`config.mk`:
```
export PLATFORM = sky130hd
export DESIGN_NAME = fifo_shift
export DESIGN_NICKNAME = d
export VERILOG_FILES = /design/src/rtl/fifo_shift_pkg.sv /design/src/rtl/fifo_shift_stage.sv /design/src/rtl/fifo_shift.sv
export SDC_FILE = /design/constraint.sdc
export NUM_CORES = 1
export LEC_CHECK = 0
export CORE_MARGIN = 2
export CORE_UTILIZATION = 40
export DETAILED_ROUTE_END_ITERATION = 10
export SYNTH_ARGS = -nofsm -noshare
export SYNTH_HDL_FRONTEND = slang
export SYNTH_SLANG_ARGS = --single-unit
export TNS_END_PERCENT = 50
```
`constraint.sdc`:
```
create_clock -name clk -period 2.45 [get_ports clk]
set_input_delay 0.245 -clock clk [delete_from_list [all_inputs] [get_ports clk]]
set_output_delay 0.245 -clock clk [all_outputs]
set_load 0.05 [all_outputs]
```
`src/rtl/fifo_shift_pkg.sv`:
```
// Shared defaults, stage-select encoding and counter sizing for the shift-register FIFO.
package fifo_shift_pkg;

    localparam int DEF_DATA_WIDTH = 8;
    localparam int DEF_FIFO_DEPTH = 4;

    typedef enum logic [1:0] {
        SEL_HOLD = 2'd0,
        SEL_LOAD = 2'd1,
        SEL_SHIFT = 2'd2
    } sel_e;

    // Occupancy must reach FIFO_DEPTH itself, hence one bit more than the index width.
    function automatic int cnt_width(input int depth);
        return $clog2(depth) + 1;
    endfunction

endpackage

```
`src/rtl/fifo_shift_stage.sv`:
```
// One FIFO entry: holds, loads the write word, or takes its upstream neighbour's word.
module fifo_shift_stage
    import fifo_shift_pkg::*;
#(
    parameter int DATA_WIDTH = DEF_DATA_WIDTH
) (
    input  logic                  clk,
    input  logic                  reset,
    input  sel_e                  sel_i,
    input  logic [DATA_WIDTH-1:0] load_i,
    input  logic [DATA_WIDTH-1:0] shift_i,
    output logic [DATA_WIDTH-1:0] data_o
);

    logic [DATA_WIDTH-1:0] data_q;
    logic [DATA_WIDTH-1:0] data_d;

    always_comb begin
        data_d = data_q;
        unique case (sel_i)
            SEL_LOAD:  data_d = load_i;
            SEL_SHIFT: data_d = shift_i;
            default:   data_d = data_q;
        endcase
    end

    always_ff @(posedge clk or negedge reset) begin
        if (!reset) begin
            data_q <= '0;
        end else begin
            data_q <= data_d;
        end
    end

    assign data_o = data_q;

endmodule

```
`src/rtl/fifo_shift.sv`:
```
// Show-ahead FIFO built from a chain of shift stages; entry 0 is always the oldest word.
module fifo_shift
    import fifo_shift_pkg::*;
#(
    parameter int DATA_WIDTH = DEF_DATA_WIDTH,
    parameter int FIFO_DEPTH = DEF_FIFO_DEPTH
) (
    input  logic                  clk,
    input  logic                  reset,
    input  logic                  wr_en,
    input  logic [DATA_WIDTH-1:0] wr_data,
    input  logic                  rd_en,
    output logic                  wr_ready,
    output logic                  rd_val,
    output logic [DATA_WIDTH-1:0] rd_data
);

    localparam int CW = cnt_width(FIFO_DEPTH);

    logic [CW-1:0]         count_q;
    logic [CW-1:0]         count_d;
    logic [CW-1:0]         count_m1;
    logic                  wr_acc;
    logic                  rd_acc;
    sel_e                  sel   [FIFO_DEPTH];
    logic [DATA_WIDTH-1:0] entry [FIFO_DEPTH];
    logic [DATA_WIDTH-1:0] nbr   [FIFO_DEPTH];

    assign wr_ready = (count_q != CW'(FIFO_DEPTH));
    assign rd_val   = (count_q != '0);
    assign rd_data  = rd_val ? entry[0] : '0;

    assign wr_acc   = wr_en && wr_ready;
    assign rd_acc   = rd_en && rd_val;
    assign count_m1 = count_q - CW'(1);

    always_comb begin
        count_d = count_q;
        unique case ({wr_acc, rd_acc})
            2'b10:   count_d = count_q + CW'(1);
            2'b01:   count_d = count_m1;
            default: count_d = count_q;
        endcase
    end

    always_ff @(posedge clk or negedge reset) begin
        if (!reset) begin
            count_q <= '0;
        end else begin
            count_q <= count_d;
        end
    end

    // On a pop every stage shifts; a concurrent write lands one slot lower than it would alone.
    always_comb begin
        for (int i = 0; i < FIFO_DEPTH; i++) begin
            sel[i] = SEL_HOLD;
            if (rd_acc) begin
                if (wr_acc && (count_m1 == CW'(i))) begin
                    sel[i] = SEL_LOAD;
                end else begin
                    sel[i] = SEL_SHIFT;
                end
            end else if (wr_acc && (count_q == CW'(i))) begin
                sel[i] = SEL_LOAD;
            end
        end
    end

    for (genvar g = 0; g < FIFO_DEPTH; g++) begin : g_stage
        if (g == FIFO_DEPTH - 1) begin : g_tail
            assign nbr[g] = '0;
        end else begin : g_body
            assign nbr[g] = entry[g+1];
        end

        fifo_shift_stage #(
            .DATA_WIDTH(DATA_WIDTH)
        ) u_stage (
            .clk    (clk),
            .reset  (reset),
            .sel_i  (sel[g]),
            .load_i (wr_data),
            .shift_i(nbr[g]),
            .data_o (entry[g])
        );
    end

endmodule

```
==> flow_summary.ini <==
[synth]
synth_edf_count = 0
synth_warnings = 0
ys_async_sr_fraction_pct = 100
syn_nets = 191
synth_seq_cells = 35
seq_area_frac_synth_pct = 47.4
synth.avg_cell_area_um2 = 10.8
netlist_area_mm2 = 0.00185
yosysUniqueCellTypes = 33
netlist_instances = 171
dominantRegCellSynth = dfrtp_1

[timing]
min_period_over_period_pct = 88.1
min_period_ps = 2160
clock.fmax_mhz = 463
fin_setup_tns_ps = 0
finalHoldViolCount = 0
slew_viol_final = 0
setup-violations-final = 0
maxSlewHeadroom_pct = 64.7
grt_setup_unrepaired = false
fin_skew_ps = 6.69
worst_pin_slew_ps = 528

[global_route]
grt-ovfl-total = 0
grt_use_total_pct = 16.0
grt_start_max_net_pins = 36
antenna_found_initial = 0
grt_pass1_vias = 1317
grt_pass1_wl_mm = 6.43

[drt]
drt-initial-drc-count = 75
highest_layer = met4
first_pass_iters = 4
vias = 1361
wl_met3_um = 219
viasPerCell = 5.49
drt_wl_total_mm = 3.79
met1_length_mm = 1.91
wire_per_inst_um = 15.3
ant_nets = 0
wl_met2_mm = 1.60
drc = 0

[place]
placed_cell_area_mm2 = 0.00209
gp_congestion = 0.833
dp_hpwl_mm = 2.78
port_buffers = 21

[layout]
diodes = 0
drive_above_1_share_pct = 13.8
fin_nets = 215
stdcell_area_mm2 = 0.00218
syn_to_final_growth_pct = 18.1

[setup_path]
required_ps = 2620
path_class = reg2reg
cp_max_fo = 9
end_kind = register
arrival_ps = 2320
start_kind = register

[clocking]
htree_levels = 2
cts_buffers = 5
cts-resized-gates = 0
clock_sinks = 35
clk_latency_ps = 280
clockBufferDepth = 2
cts_tree = done
root_buffer = clkbuf_8
ctsHoldBuffers = 0
cts_setup_buffers = 0
clk_pin_slew_ps = 70

[floorplanning]
die_w_um = 72.0
dieHeight_um = 72.0
ios = 22
std_cell_rows = 24
dieArea_mm2 = 0.00518
core-area_mm2 = 0.00441
initial_core_util_pct = 41.9

[outcome]
status = complete, no violations

[pwr]
powerDensity_mw_per_mm2 = 1360
p_leak_nw = 1.01
ir_drop_v = 0.000411

[worst_hold_path]
hp-class = in2async

[run]
drv_cap = 0
-- placed cells by master, fill, tap and decap left out, types with 7 or more instances in the layout --
cell type / count
buf_4: 12
dfrtp_1: 35
o21ai_0: 11
mux2i_1: 8
nand2_1: 14
and2_1: 17
a22o_1: 8
a21oi_1: 7
ha_1: 7
a221o_1: 13
clkdlybuf4s50_1: 11
-- where the power goes --
part	internal [mW]	switching, mW
Combinational	0.649	0.952
Clock	0.199	0.207
Sequential	0.825	0.145
-- worst paths after layout --
kind / slack (ps) / cells past startpoint / to / from
setup / recovery: 290 / 9 / g_stage[0].u_stage.data_o[5] / count_q[0]
hold / removal: 360 / 2 / count_q[2] / reset
setup reg to reg: 290 / 9 / g_stage[0].u_stage.data_o[5] / count_q[0]
hold reg to reg: 470 / 2 / g_stage[0].u_stage.data_o[5] / g_stage[0].u_stage.data_o[5]
max in group asynchronous: 1760 / 2 / g_stage[3].u_stage.data_o[0] / reset
min in group clk: 470 / 2 / g_stage[0].u_stage.data_o[5] / g_stage[0].u_stage.data_o[5]
-- per-layer routing --
metal	track usage, %	up-vias
li1	-	686
met1	23.0	633
met2	23.7	37
met3	3.33	5
met4	6.29	0
met5	0	-
-- synthesized netlist by cell type, types with 2 or more instances --
master    instances  area [µm²]
dfrtp_1          35         876
and2_1           17         106
nand2_1          14        52.6
a221o_1          13         130
o21ai_0          11        55.1
a22o_1            8        70.1
ha_1              8         100
mux2i_1           8        80.1
a21oi_1           7        35.0
a31oi_1           6        37.5
nor2_1            6        22.5
and3_1            5        31.3
clkbuf_1          5        18.8
inv_1             5        18.8
a21bo_2           3        30.0
and3b_1           2        17.5
xnor2_1           2        17.5
-- through the flow --
stage | hold slack [ps] | std cells | utilization, % | total power, mW | worst slack [ps]
after global routing | 422 | 248 | 49.5 | 3.21 | 140
after global placement | 456 | 240 | 47.4 | 2.55 | 259
after CTS | 383 | 248 | 49.3 | 2.99 | 69.4
after detailed placement | 463 | 240 | 47.4 | 2.58 | 153
after floorplan | -50.6 | 171 | - | 2.20 | 223
final | 363 | 248 | 49.5 | 2.98 | 292
-- state kept, by name, summed over array words and instances (netlist names) --
signal                  cells
count_q                     3
g_stage.u_stage.data_o     32
-- area by class of cell --
| cell class | instances | area [µm²] |
|---|---|---|
| Fill cell | 412 | 2230 |
| Multi-Input combinational cell | 123 | 915 |
| Sequential cell | 35 | 876 |
| Timing Repair Buffer | 25 | 225 |
| Clock buffer | 6 | 72.6 |
| Tap cell | 52 | 65.1 |
| Inverter | 5 | 18.8 |
| Clock inverter | 2 | 12.5 |
-- kinds of logic after synthesis --
family | Yosys count | synth area share [%]
simple gates | 47 | 13.9
fa+ha+maj | 8 | 5.41
buf+inv | 13 | 3.32
mux | 8 | 4.33
flops | 35 | 47.4
compound gates | 58 | 24.8
xor+xnor | 2 | 0.947
-- critical path: stages, from the launching register on --
cell     delay, ps
dfrtp_1        420
inv_1          120
ha_1           360
and3b_1        240
nand3_1         80
o21ai_0         90
nand2_1         90
ha_2           330
mux2i_1        240
o21ai_0         90
(Power assumes the default switching activity.)
